## config.mk

```make
export PLATFORM = sky130hd
export DESIGN_NAME = inst_decode
export DESIGN_NICKNAME = d
export VERILOG_FILES = /design/src/rtl/inst_decode_pkg.sv /design/src/rtl/inst_decode_imm_gen.sv /design/src/rtl/inst_decode.sv
export SDC_FILE = /design/constraint.sdc
export NUM_CORES = 1
export LEC_CHECK = 0
export CAP_MARGIN = 25
export CORE_AREA = 3 3 202 204
export CTS_CLUSTER_SIZE = 30
export DETAILED_ROUTE_END_ITERATION = 8
export DIE_AREA = 0 0 205 207
export PLACE_DENSITY_LB_ADDON = 0.12
export REMOVE_ABC_BUFFERS = 1
export SYNTH_ARGS = -nofsm -noshare
export SYNTH_HDL_FRONTEND = slang
export SYNTH_SLANG_ARGS = --single-unit
export TNS_END_PERCENT = 10
```

## constraint.sdc

```tcl
create_clock -name CLK -period 2.7 [get_ports CLK]
set_clock_uncertainty 0.1 [all_clocks]
set_input_delay 0.54 -clock CLK [delete_from_list [all_inputs] [get_ports CLK]]
set_output_delay 0.54 -clock CLK [all_outputs]
set_load 0.005 [all_outputs]
```

## src/rtl/inst_decode_pkg.sv

```systemverilog
// Shared types and constants for the RV64I decode stage.
package inst_decode_pkg;

  localparam int unsigned XLEN   = 64;
  localparam int unsigned ILEN   = 32;
  localparam int unsigned REG_AW = 5;

  // RV64I major opcodes (inst[6:0])
  localparam logic [6:0] OPC_LUI     = 7'b0110111;
  localparam logic [6:0] OPC_AUIPC   = 7'b0010111;
  localparam logic [6:0] OPC_JAL     = 7'b1101111;
  localparam logic [6:0] OPC_JALR    = 7'b1100111;
  localparam logic [6:0] OPC_BRANCH  = 7'b1100011;
  localparam logic [6:0] OPC_LOAD    = 7'b0000011;
  localparam logic [6:0] OPC_STORE   = 7'b0100011;
  localparam logic [6:0] OPC_OPIMM   = 7'b0010011;
  localparam logic [6:0] OPC_OP      = 7'b0110011;
  localparam logic [6:0] OPC_OPIMM32 = 7'b0011011;
  localparam logic [6:0] OPC_OP32    = 7'b0111011;
  localparam logic [6:0] OPC_FENCE   = 7'b0001111;
  localparam logic [6:0] OPC_SYSTEM  = 7'b1110011;

  typedef enum logic [3:0] {
    OC_NOP     = 4'd0,
    OC_LUI     = 4'd1,
    OC_AUIPC   = 4'd2,
    OC_JAL     = 4'd3,
    OC_JALR    = 4'd4,
    OC_BRANCH  = 4'd5,
    OC_LOAD    = 4'd6,
    OC_STORE   = 4'd7,
    OC_OPIMM   = 4'd8,
    OC_OP      = 4'd9,
    OC_OPIMM32 = 4'd10,
    OC_OP32    = 4'd11,
    OC_FENCE   = 4'd12,
    OC_SYSTEM  = 4'd13,
    OC_ILLEGAL = 4'd14
  } op_class_e;

  typedef enum logic {
    ST_RUN   = 1'b0,
    ST_FLUSH = 1'b1
  } dec_state_e;

  // ID/EX pipeline register payload
  typedef struct packed {
    logic              valid;
    logic [XLEN-1:0]   pc;
    op_class_e         op_class;
    logic [2:0]        funct3;
    logic [6:0]        funct7;
    logic [REG_AW-1:0] rd;
    logic [REG_AW-1:0] rs1;
    logic [REG_AW-1:0] rs2;
    logic [XLEN-1:0]   rs1_val;
    logic [XLEN-1:0]   rs2_val;
    logic [XLEN-1:0]   imm;
    logic              illegal;
  } id_ex_t;

  // Map a raw instruction word onto its class; anything unrecognised is illegal.
  function automatic op_class_e classify(input logic [ILEN-1:0] inst);
    op_class_e c;
    c = OC_ILLEGAL;
    if (inst[1:0] == 2'b11) begin
      case (inst[6:0])
        OPC_LUI:     c = OC_LUI;
        OPC_AUIPC:   c = OC_AUIPC;
        OPC_JAL:     c = OC_JAL;
        OPC_JALR:    c = OC_JALR;
        OPC_BRANCH:  c = OC_BRANCH;
        OPC_LOAD:    c = OC_LOAD;
        OPC_STORE:   c = OC_STORE;
        OPC_OPIMM:   c = OC_OPIMM;
        OPC_OP:      c = OC_OP;
        OPC_OPIMM32: c = OC_OPIMM32;
        OPC_OP32:    c = OC_OP32;
        OPC_FENCE:   c = OC_FENCE;
        OPC_SYSTEM:  c = OC_SYSTEM;
        default:     c = OC_ILLEGAL;
      endcase
    end
    return c;
  endfunction

  // True when the class actually reads rs1.
  function automatic logic rs1_used(input op_class_e c);
    logic u;
    case (c)
      OC_LUI, OC_AUIPC, OC_JAL, OC_FENCE, OC_NOP, OC_ILLEGAL: u = 1'b0;
      default: u = 1'b1;
    endcase
    return u;
  endfunction

  // True when the class actually reads rs2.
  function automatic logic rs2_used(input op_class_e c);
    logic u;
    case (c)
      OC_BRANCH, OC_STORE, OC_OP, OC_OP32: u = 1'b1;
      default: u = 1'b0;
    endcase
    return u;
  endfunction

endpackage

```

## src/rtl/inst_decode_imm_gen.sv

```systemverilog
// Sign-extended immediate generator; format chosen by instruction class.
module inst_decode_imm_gen
  import inst_decode_pkg::*;
(
  input  logic [ILEN-1:7] i_inst,
  input  op_class_e       i_op_class,
  output logic [XLEN-1:0] o_imm_c
);

  // Select the immediate layout for the class; register-register forms yield 0.
  always_comb begin
    o_imm_c = '0;
    case (i_op_class)
      OC_OPIMM, OC_OPIMM32, OC_LOAD, OC_JALR, OC_SYSTEM:
        o_imm_c = {{(XLEN-12){i_inst[31]}}, i_inst[31:20]};
      OC_STORE:
        o_imm_c = {{(XLEN-12){i_inst[31]}}, i_inst[31:25], i_inst[11:7]};
      OC_BRANCH:
        o_imm_c = {{(XLEN-13){i_inst[31]}}, i_inst[31], i_inst[7],
                   i_inst[30:25], i_inst[11:8], 1'b0};
      OC_LUI, OC_AUIPC:
        o_imm_c = {{(XLEN-32){i_inst[31]}}, i_inst[31:12], 12'b0};
      OC_JAL:
        o_imm_c = {{(XLEN-21){i_inst[31]}}, i_inst[31], i_inst[19:12],
                   i_inst[20], i_inst[30:21], 1'b0};
      default:
        o_imm_c = '0;
    endcase
  end

endmodule

```

## src/rtl/inst_decode.sv

```systemverilog
// RV64I decode stage: classify, read operands, build ID/EX, handle load-use and flush.
module inst_decode
  import inst_decode_pkg::*;
#(
  parameter int unsigned FLUSH_BUBBLES = 1
) (
  input  logic                CLK,
  input  logic                reset,
  input  logic [ILEN-1:0]     if_inst,
  input  logic [XLEN-1:0]     if_pc,
  input  logic                mem_stall,
  input  logic                ex_take_branch,
  output logic [REG_AW-1:0]   rs1_addr,
  output logic [REG_AW-1:0]   rs2_addr,
  input  logic [XLEN-1:0]     rs1_data,
  input  logic [XLEN-1:0]     rs2_data,
  output logic                stall_fetch,
  output logic                id_valid,
  output logic [XLEN-1:0]     id_pc,
  output logic [3:0]          id_op_class,
  output logic [2:0]          id_funct3,
  output logic [6:0]          id_funct7,
  output logic [REG_AW-1:0]   id_rd,
  output logic [REG_AW-1:0]   id_rs1,
  output logic [REG_AW-1:0]   id_rs2,
  output logic [XLEN-1:0]     id_rs1_val,
  output logic [XLEN-1:0]     id_rs2_val,
  output logic [XLEN-1:0]     id_imm,
  output logic                id_illegal
);

  localparam int unsigned     CNT_W      = 2;
  localparam logic [CNT_W-1:0] CNT_RELOAD = CNT_W'(FLUSH_BUBBLES - 1);

  dec_state_e        r_state;
  dec_state_e        w_state_nxt;
  logic [CNT_W-1:0]  r_cnt;
  logic [CNT_W-1:0]  w_cnt_nxt;
  id_ex_t            r_id;
  id_ex_t            w_id_dec;
  logic              w_id_en;
  logic              w_id_bubble;
  logic              w_hazard;
  logic              w_rs1_hit;
  logic              w_rs2_hit;
  op_class_e         w_class;
  logic [XLEN-1:0]   w_imm;

  assign rs1_addr = if_inst[19:15];
  assign rs2_addr = if_inst[24:20];
  assign w_class  = classify(if_inst);

  inst_decode_imm_gen u_imm_gen (
    .i_inst     (if_inst[ILEN-1:7]),
    .i_op_class (w_class),
    .o_imm_c    (w_imm)
  );

  // Load-use detection against the load currently sitting in ID/EX; RUN only.
  assign w_rs1_hit = rs1_used(w_class) && (rs1_addr == r_id.rd);
  assign w_rs2_hit = rs2_used(w_class) && (rs2_addr == r_id.rd);
  assign w_hazard  = (r_state == ST_RUN) && !ex_take_branch && r_id.valid &&
                     (r_id.op_class == OC_LOAD) && (r_id.rd != '0) &&
                     (w_rs1_hit || w_rs2_hit);

  assign stall_fetch = mem_stall | w_hazard;

  // Build the decoded ID/EX payload for the instruction presented by fetch.
  always_comb begin
    w_id_dec          = '0;
    w_id_dec.valid    = 1'b1;
    w_id_dec.pc       = if_pc;
    w_id_dec.op_class = w_class;
    w_id_dec.funct3   = if_inst[14:12];
    w_id_dec.funct7   = if_inst[31:25];
    w_id_dec.rs1      = if_inst[19:15];
    w_id_dec.rs2      = if_inst[24:20];
    w_id_dec.rd       = if_inst[11:7];
    if ((w_class == OC_BRANCH) || (w_class == OC_STORE) || (w_class == OC_ILLEGAL)) begin
      w_id_dec.rd = '0;
    end
    w_id_dec.rs1_val  = (if_inst[19:15] == '0) ? '0 : rs1_data;
    w_id_dec.rs2_val  = (if_inst[24:20] == '0) ? '0 : rs2_data;
    w_id_dec.imm      = w_imm;
    w_id_dec.illegal  = (w_class == OC_ILLEGAL);
  end

  // Next-state logic: memory stall freezes everything, then flush, then load-use.
  always_comb begin
    w_state_nxt = r_state;
    w_cnt_nxt   = r_cnt;
    w_id_en     = 1'b0;
    w_id_bubble = 1'b0;
    if (!mem_stall) begin
      w_id_en = 1'b1;
      case (r_state)
        ST_RUN: begin
          if (ex_take_branch) begin
            w_id_bubble = 1'b1;
            w_cnt_nxt   = CNT_RELOAD;
            w_state_nxt = (CNT_RELOAD != '0) ? ST_FLUSH : ST_RUN;
          end else if (w_hazard) begin
            w_id_bubble = 1'b1;
          end
        end
        ST_FLUSH: begin
          w_id_bubble = 1'b1;
          if (ex_take_branch) begin
            w_cnt_nxt   = CNT_RELOAD;
            w_state_nxt = (CNT_RELOAD != '0) ? ST_FLUSH : ST_RUN;
          end else if (r_cnt <= CNT_W'(1)) begin
            w_cnt_nxt   = '0;
            w_state_nxt = ST_RUN;
          end else begin
            w_cnt_nxt   = r_cnt - CNT_W'(1);
          end
        end
        default: begin
          w_cnt_nxt   = '0;
          w_state_nxt = ST_RUN;
        end
      endcase
    end
  end

  // FSM state and flush counter.
  always_ff @(posedge CLK or negedge reset) begin
    if (!reset) begin
      r_state <= ST_RUN;
      r_cnt   <= '0;
    end else begin
      r_state <= w_state_nxt;
      r_cnt   <= w_cnt_nxt;
    end
  end

  // ID/EX pipeline register: hold, bubble, or load the decoded instruction.
  always_ff @(posedge CLK or negedge reset) begin
    if (!reset) begin
      r_id <= '0;
    end else if (w_id_en) begin
      r_id <= w_id_bubble ? '0 : w_id_dec;
    end
  end

  assign id_valid    = r_id.valid;
  assign id_pc       = r_id.pc;
  assign id_op_class = r_id.op_class;
  assign id_funct3   = r_id.funct3;
  assign id_funct7   = r_id.funct7;
  assign id_rd       = r_id.rd;
  assign id_rs1      = r_id.rs1;
  assign id_rs2      = r_id.rs2;
  assign id_rs1_val  = r_id.rs1_val;
  assign id_rs2_val  = r_id.rs2_val;
  assign id_imm      = r_id.imm;
  assign id_illegal  = r_id.illegal;

endmodule

```

# Word-level counts from Yosys, hierarchy flattened
# Index checks and enable logic that the tools add are counted.
[op_classes] n_eq_ne=32 n_mux=20 n_reduce_logical=20 n_bitwise=3 addsub=1 n_lt_le_gt_ge=1
[op_table] operator="$pmux 64 s5" count=1
[op_table] operator="$mux 287" count=1
[op_table] operator="$mux 64" count=2
[op_table] operator="$pmux 4 s13" count=1
[op_table] operator="$eq 4x4->1 const B" count=7
[op_table] operator="$eq 7x6->1 const B" count=4
[op_table] operator="$eq 7x7->1 const B" count=4
[op_table] operator="$eq 7x5->1 const B" count=3
[op_table] operator="$eq 4x3->1 const B" count=5
[op_table] operator="$eq 5x5->1" count=2
[op_table] operator="$logic_not 5->1" count=2
[op_table] operator="$eq 4x2->1 const B" count=2
[op_table] operator="$eq 7x2->1 const B" count=1
[op_table] operator="$eq 7x4->1 const B" count=1
[op_table] operator="$logic_and 1x1->1" count=7
[op_table] operator="$mux 1" count=7
[op_table] operator="$mux 2" count=3
[op_table] operator="$reduce_or 6->1" count=1
[op_table] operator="$mux 5" count=1
[op_table] operator="$reduce_bool 5->1" count=1
[op_table] operator="$reduce_or 5->1" count=1
[op_table] operator="$eq 4x1->1 const B" count=1
[op_table] operator="$logic_not 4->1" count=1
[op_table] operator="$mux 4" count=1
[op_table] operator="other kinds (13)" count=17
[totals] output_inout_bits=298 regBits=290

# Longest topological paths before layout
# Gate-level depths: netlist (run 1).
[logic_depth] depth_word=14 depth_mapped=9 mapped_depth_nobuf=6

# By module
# Synthesis (run 1) repeated with hierarchy kept, for this count alone.
[hier_totals] cells_unflattened=1494 hier_area_um2=14104.8
[by_module_without_submodules] module="inst_decode" area_each_um2=13262.7 seq_area_each_um2=7257.0 n_inst=1 cells_each=1384
[by_module_without_submodules] module="inst_decode_imm_gen" area_each_um2=842.1 seq_area_each_um2=0.0 n_inst=1 cells_each=110

# Worst setup path before layout (run 1)
# Ideal clock, no wire load.
[synth_path] kind="input-to-output" from="in if_inst[6]" to="out stall_fetch" path_buffers=1 cell_stages=6 path_slack_ns=0.230 t_required_ns=2.060 t_arrival_ns=1.830 path_cell_list="clkbuf_1 nand2b_4 a2111oi_2 nand4_1 a21oi_4 or2_2"
[synth_via] elab_chain_cells=10 elab_cells_between_ends=34 cone_classes="22 x eq/ne; 4 x mux; 1 x bitwise; 7 x reduce/logical"
[synth_lines] element="from (decl)" line="inst_decode.sv:9" rtl="input logic [ILEN-1:0] if_inst,"
[synth_lines] element="$eq 7x7->1, or another cell as far along" line="inst_decode_pkg.sv:67" rtl="case (inst[6:0])"
[synth_lines] element="$pmux 4 s13 (*)" line="inst_decode_pkg.sv:67"
[synth_lines] element="$mux 4 (*)" line="inst_decode_pkg.sv:66" rtl="if (inst[1:0] == 2'b11) begin"
[synth_lines] element="$eq 4x4->1, or another cell as far along" line="inst_decode_pkg.sv:90" rtl="case (c)"
[synth_lines] element="$reduce_or 6->1 or $reduce_or 4->1 (tied branches)" line="inst_decode_pkg.sv:90, inst_decode_pkg.sv:100"
[synth_lines] element="$mux 1, on equally long branches" line="inst_decode_pkg.sv:90, inst_decode_pkg.sv:100"
[synth_lines] element="$logic_and 1x1->1, on equally long branches" line="inst_decode.sv:60, inst_decode.sv:61"
[synth_lines] element="$logic_or 1x1->1 (*)" line="inst_decode.sv:64" rtl="(w_rs1_hit || w_rs2_hit);"
[synth_lines] element="$logic_and 1x1->1 (*)" line="inst_decode.sv:63" rtl="(r_id.op_class == OC_LOAD) && (r_id.rd != '0) &&"
[synth_lines] element="$or 1x1->1 (*)" line="inst_decode.sv:66" rtl="assign stall_fetch = mem_stall | w_hazard;"
[synth_lines] element="to (decl)" line="inst_decode.sv:17" rtl="output logic stall_fetch,"
# Every way passes the cells marked *; elsewhere a longest branch is shown, timed or not.

# Final worst setup path (run 1)
[layout_path] from="in if_inst[2]" to="out stall_fetch"
# Same word-level chain as after synthesis.

==> summary.txt, run 1 <==
Synthesis
  • XOR/XNOR share of the synthesized area: 0.861%
  • Synth Area in Compound Gates: 24.8%
  • Most used DFF post-synth: dfrtp_1
  • Async S/R FF share, synth: 100%
  • Top post-synthesis cells by area: dfrtp_1, a22o_1, buf_4, o21ai_0, a21oi_1
  • Most frequent cell after synthesis: dfrtp_1
  • Yosys top cell area share: 63.4%
  • Warnings from Yosys: 0
  • Syn Inst Count: 781
  • Syn avg cell area: 13.0 µm²
  • Register area share after synthesis: 63.4%
  • Combinational family with the most area after synthesis: compound AO/OA/AOI/OAI gates
  • Post-synth top cells: dfrtp_1, a22o_1, buf_4
  • Largest area contributor in the netlist: dfrtp_1
  • #FFs+latches synth: 258
  • Simple-gate share of the synthesized area: 4.75%
  • Post-synth EDFFs: 0
  • Synth cell types: 49
  • Synth Area in Adders: 0%
  • Post-synthesis mux area share: 0%
  • Synthesized area: 0.0102 mm²

Placed design
  • Placed Instances: 1,796
  • IO Port Bufs: 525
  • Routability cong.: 0.837
  • Placed cell area: 0.0162 mm²
  • Post-DP HPWL: 29.0 mm

Die
  • CORE AREA: 0.0395 mm²
  • Initial Util: 25.8%
  • I/O pins: 526
  • Die height: 207 µm
  • Width of the chip: 205 µm
  • # rows: 73
  • Die area: 0.0424 mm²

CTS
  • CTS buffer count: 30
  • Root Driver: clkbuf_16
  • CTS clk-pin slew, worst paths: 0.06 ns
  • Clk buf depth: 3
  • CTS tree: built
  • Worst-Skew Late Latency: 0.56 ns
  • H-tree levels: 1
  • CTS Sinks: 258

Critical path
  • FF-to-FF End: id_rs2_val[50]
  • Reg-to-Reg Start: id_rd[1]
  • Critical Path Source Type: input port
  • Reg2reg path depth: 10
  • Critical path endpoint category: output pin
  • CP Class: input port to output pin
  • Worst endpoint data arrival time: 2.10 ns
  • R2r setup slk: 0.27 ns
  • Required time of the worst setup path: 2.06 ns
  • CP max FO: 4

Timing
  • Final worst slack: -0.0438 ns
  • Fmax: 364 MHz
  • RSZ-0062 raised after global routing: yes
  • Worst rel slew slack: 36.3%
  • Worst-margin pin slew: 0.955 ns
  • Slew Viols, Final: 0
  • Final hold violation count: 0
  • Fin crit share: 102%
  • Setup-failing EPs final: 1
  • Final min period: 2.74 ns

Detailed routing
  • First-pass detailed-route iteration total: 4
  • Via count: 8,580
  • Detailed-route wire length: 39.7 mm
  • DRC: 0
  • Routed WL per cell: 21.4 µm
  • Antenna Violating Nets Remaining: 0
  • Vias per Instance: 4.63
  • Iter 0 DRT Violations: 464

Global route
  • Initial antenna violation count: 5
  • Global-route wire length before repair: 59.2 mm
  • Gr ovfl total: 0
  • Number of global-route vias before repair: 8,948
  • Total GRT Usage: 17.9%
  • Pin count of the biggest net entering global routing: 137

Power and ir drop
  • Pwr dens: 576 mW/mm²
  • VDD IR max: 0.358 mV
  • LEAKAGE: 7.45 nW

Finish
  • Layout Area Growth over Synthesis: 69.2%
  • Post-Layout Cell Count: 1,853
  • # nets final: 1,536
  • FILL cells: 3,761
  • Utilization after layout: 43.6%
  • Layout cell share with drive strength beyond 1: 10.4%
  • Final instance area: 0.0172 mm²

Hold path
  • Hold path endpoint: id_rs2[1]
  • Hold path start: if_inst[21]
  • Hold path depth: 3
  • HP Class: input port to flip-flop

Outcome
  • Status: complete, but fails checks
  • Failing checks: negative setup slack

Run
  • Maxcap violations: 0
## flip-flops by register name, summed over array words and instances (netlist names)
name         cells
r_state          1
id_illegal       1
id_funct3        3
id_op_class      4
id_rs2_val      64
id_rs1_val      64
id_rs1           5
id_valid         1
id_imm          32
id_funct7        7
id_pc           64
id_rd            5
id_rs2           5
r_cnt            2
## area by class of cell
type	count	area (µm²)	share of cell area, %
well taps	525	657	3.82
repair buffers	600	5980	34.8
clock inverters	5	53.8	0.312
diodes	4	10.0	0.0581
inverters	4	15.0	0.0872
multi-input cells	414	3140	18.2
flip-flops and latches	258	6460	37.5
clock buffers	43	901	5.23
## cells in the final DEF (no fill, tap or decap), types with 4 or more instances in the layout
master / count
nand2_1: 39
clkbuf_16: 31
a32o_1: 5
clkdlybuf4s50_1: 516
diode_2: 4
dlygate4sd2_1: 5
nor3_1: 4
a22o_1: 223
o21ai_0: 32
buf_12: 12
buf_4: 60
clkbuf_8: 9
inv_1: 4
a22oi_1: 4
dfrtp_1: 256
nand3_1: 4
nor2_1: 14
clkbuf_1: 4
xor2_1: 6
a21oi_1: 31
## timing repair
action                                  4_1_cts  5_1_grt
buffers inserted                              3        1
pin swaps                                     8        5
endpoints found under the hold margin        49        0
endpoints found under the setup margin        1        1
hold buffers                                  1        0
gates resized for setup                      17        3
## cells by family (layout without fill, tap and decap cells)
group           Yosys count  in the layout
compound gates          312            312
flops                   258            258
buf+inv                 109            652
simple gates             92             92
xor+xnor                 10             10
other cells               0              4
## power breakdown
group          switching, mW  internal, mW
clock network           1.59          2.37
logic                  0.631          1.05
registers              0.148          4.13
total                   2.37          7.56
## routing by layer
layer	wire (µm)	vias up	GRT usage, %
li1	-	3948	-
met1	16300	4210	23.1
met2	18800	367	29.5
met3	3700	55	5.45
met4	855	0	4.60
met5	0	-	0
## critical path: stages
cell	delay (ns)
clkdlybuf4s50_1	0.57
nor2_1	0.08
a221o_1	0.33
nand4_1	0.16
a21oi_4	0.08
or2_4	0.23
buf_6	0.11
## metrics by stage
| step | setup TNS (ns) | setup slack (ns) | power (mW) | hold WS, ns |
|---|---|---|---|---|
| floorplan | -116.45 | -0.966 | 4.70 | 0.144 |
| global placement | -65.91 | -0.518 | 6.04 | 0.367 |
| detailed placement | -70.26 | -0.547 | 6.05 | 0.372 |
| CTS | -0.0785 | -0.0785 | 10.1 | 0.386 |
| global route | -0.121 | -0.121 | 10.4 | 0.398 |
| finish | -0.0438 | -0.0438 | 9.92 | 0.364 |
## worst max path at each step
stage / startpoint / to
after floorplan: if_inst[6] / id_rd[0]
after global placement: if_inst[4] / stall_fetch
after detailed placement: if_inst[4] / stall_fetch
after CTS: id_rd[3] / stall_fetch
after global routing: id_rd[1] / stall_fetch
final: if_inst[2] / stall_fetch
(Power assumes the default switching activity.)
==> run 2, diff against run 1 <==
CORE_AREA = unset   (was 3 3 202 204)
CORE_MARGIN = 3   (was unset)
CORE_UTILIZATION = 35   (was unset)
DIE_AREA = unset   (was 0 0 205 207)
SYNTH_HIERARCHICAL = 1   (was unset)
==> run 2 against run 1 <==
Effect of this change:
- fmax decreased by 6.3%
- register-to-register slack got worse by 0.17 ns
- combinational power up 13%
- sequential share of layout area is 3.6 points lower
- sequential power up 12%
- count of clock-buffer cells in the layout rose by 16
- hold slack worse by 0.083 ns
- the run still ends with negative setup slack left
- synthesized cell count grew 91%
- cell area up 24%
- synthesized area up 39%
- routed wire length increased by 28%
- total power up 18%
==> summary.txt, run 2 <==
Finish
  • Most common cell after layout, fill and taps aside: clkdlybuf4s50_1
  • Commonest cells after routing, fill and taps aside: clkdlybuf4s50_1, nand2_1, dfrtp_1
  • Footprint of the multi-input gates: 0.00598 mm²
  • Final instance area: 0.0214 mm²
  • FILL cells: 3,575
  • # nets final: 2,186
  • Post-Layout Cell Count: 2,508
  • Layout Area Growth over Synthesis: 51.7%
  • Register area: 0.00726 mm²
  • Layout cell share with drive strength beyond 1: 9.07%

Global route
  • Pin count of the biggest net entering global routing: 221
  • Global-route wire length before repair: 75.7 mm
  • Number of global-route vias before repair: 12.5k
  • Gr ovfl total: 0
  • Initial antenna violation count: 4
  • Total GRT Usage: 22.5%

Power and ir drop
  • Pwr dens: 546 mW/mm²
  • Clock Power Share: 42.8%
  • Net Sw Power: 2.85 mW
  • LEAKAGE: 8.78 nW
  • Combinational share of power: 16.3%
  • Internal Power: 8.84 mW
  • Flop pwr share: 41.0%
  • Net Sw Frac: 24.4%
  • VDD IR max: 0.333 mV

Outcome
  • Failing checks: negative setup slack
  • Status: complete, but fails checks

CTS
  • Clk buf depth: 3
  • CTS tree: built
  • H-tree levels: 2
  • CTS buffer count: 36
  • Root Driver: clkbuf_16
  • CTS clk-pin slew, worst paths: 0.05 ns
  • CTS Sinks: 290
  • Worst-Skew Late Latency: 0.53 ns

Placed design
  • Post-DP HPWL: 34.1 mm
  • Routability cong.: 0.814
  • IO Port Bufs: 525
  • Placed cell area: 0.0200 mm²
  • Placed Instances: 2,431

Critical path
  • CP Class: input port to output pin
  • Required time of the worst setup path: 2.06 ns
  • Critical path endpoint category: output pin
  • Worst endpoint data arrival time: 2.29 ns
  • Critical Path Source Type: input port
  • CP max FO: 2

Synthesis
  • Largest area contributor in the netlist: dfrtp_1
  • Post-synth EDFFs: 0
  • Syn avg cell area: 9.44 µm²
  • #FFs+latches synth: 290
  • Most frequent cell after synthesis: nand2_1
  • Syn Inst Count: 1,494
  • Register area share after synthesis: 51.5%
  • Warnings from Yosys: 6
  • Synthesized area: 0.0141 mm²
  • Top post-synthesis cells by area: dfrtp_1, o21ai_0, nand3b_1, nand2_1, nand4b_1
  • Synth cell types: 58
  • Async S/R FF share, synth: 100%
  • Post-synth top cells: nand2_1, dfrtp_1, o21ai_0
  • Most used DFF post-synth: dfrtp_1
  • Yosys top cell area share: 51.5%

Hold path
  • HP Class: input port to flip-flop

Timing
  • Fin crit share: 109%
  • Setup-failing EPs final: 1
  • Fmax: 341 MHz
  • Worst-margin pin slew: 0.888 ns
  • RSZ-0062 raised after global routing: yes
  • Final min period: 2.93 ns
  • Final hold violation count: 0
  • Worst rel slew slack: 40.8%
  • Final worst slack: -0.230 ns
  • Slew Viols, Final: 0

Die
  • I/O pins: 526
  • # rows: 72
  • Die height: 207 µm
  • Die area: 0.0427 mm²
  • Initial Util: 36.0%
  • Width of the chip: 207 µm
  • CORE AREA: 0.0392 mm²

Detailed routing
  • Detailed-route wire length: 51.0 mm
  • Antenna Violating Nets Remaining: 0
  • First-pass detailed-route iteration total: 5
  • Routed WL per cell: 20.3 µm
  • DRC: 0
  • Vias per Instance: 5.16
  • Via count: 12.9k
  • Iter 0 DRT Violations: 997

Run
  • Maxcap violations: 0
==> run 2: layer usage <==
metal	track usage (%)	up-vias	part of all wire, %
met4	6.14	0	2.3
met1	29.3	6334	42
met5	0	-	0
met3	8.37	72	9.4
li1	-	6111	-
met2	35.6	418	47
==> run 2: per-stage QoR <==
| stage | setup WS (ns) | TNS, ns | util [%] | hold WS [ns] | power, mW |
|---|---|---|---|---|---|
| 2_1_floorplan | -8.43 | -2322.78 | - | 0.144 | 5.30 |
| 3_3_place_gp | -0.716 | -140.40 | 50.9 | 0.362 | 6.74 |
| 3_5_place_dp | -0.712 | -143.20 | 50.9 | 0.367 | 6.75 |
| 4_1_cts | -0.372 | -0.450 | 54.3 | 0.244 | 11.9 |
| 5_1_grt | -0.320 | -1.78 | 54.6 | 0.281 | 12.2 |
| 6_report | -0.230 | -0.230 | 54.6 | 0.282 | 11.7 |
==> run 2: path summary, 6_finish.rpt <==
kind | to | cells after the start | slack (ns) | startpoint
setup / recovery | stall_fetch | 8 | -0.23 | if_inst[4]
hold / removal | id_pc[63] | 3 | 0.28 | mem_stall
setup reg to reg | id_rs1_val[17] | 8 | 0.10 | id_rd[0]
hold reg to reg | r_cnt[1] | 1 | 0.38 | r_cnt[1]
max in group asynchronous | id_rs2_val[52] | 3 | 1.30 | reset
min in group asynchronous | id_pc[62] | 2 | 0.48 | reset
==> run 2: logic make-up (layout without fill, tap and decap cells) <==
group	count (synthesis)	in the layout	share of synthesized area [%]
buffers and inverters	199	689	6.98
other	0	6	0
and+or+nand+nor	639	639	26.7
xor gates and xnor gates	11	11	0.683
DFF	290	290	51.5
muxes	1	1	0.0798
AOI/OAI and AO/OA	354	354	14.1
==> run 2: cell type report <==
cell class | count | area share (%)
sequential | 290 | 33.9
timing repair buffer | 615 | 29.1
clock buffer | 59 | 5.23
inverter | 10 | 0.175
clock inverter | 5 | 0.520
tap | 518 | 3.03
antenna | 6 | 0.0702
multi-input combinational | 1005 | 28.0
==> run 2: power by group through the flow <==
stage | Sequential [mW] | Clock, mW | Combinational (mW)
after detailed placement | 4.86 | 0 | 1.90
final | 4.79 | 5.00 | 1.90
after global placement | 4.85 | 0 | 1.88
after global routing | 4.82 | 5.33 | 2.06
after floorplan | 4.88 | 0 | 0.428
after CTS | 4.79 | 5.16 | 1.91
==> run 2: repair_timing <==
action / CTS / global route
pin swaps: 6 / 11
gates cloned: 1 / 0
resized for setup: 16 / 32
endpoints found under the setup margin: 44 / 255
hold buffers: 1 / 0
hold endpoints to repair: 58 / 0
buffers inserted: 2 / 3
==> run 2: critical path, cell delays in order <==
cell	delay (ns)
clkdlybuf4s50_1	0.50
and3b_1	0.20
a22o_1	0.21
o2111ai_2	0.21
o32ai_4	0.13
buf_12	0.15
or2_4	0.23
buf_6	0.11
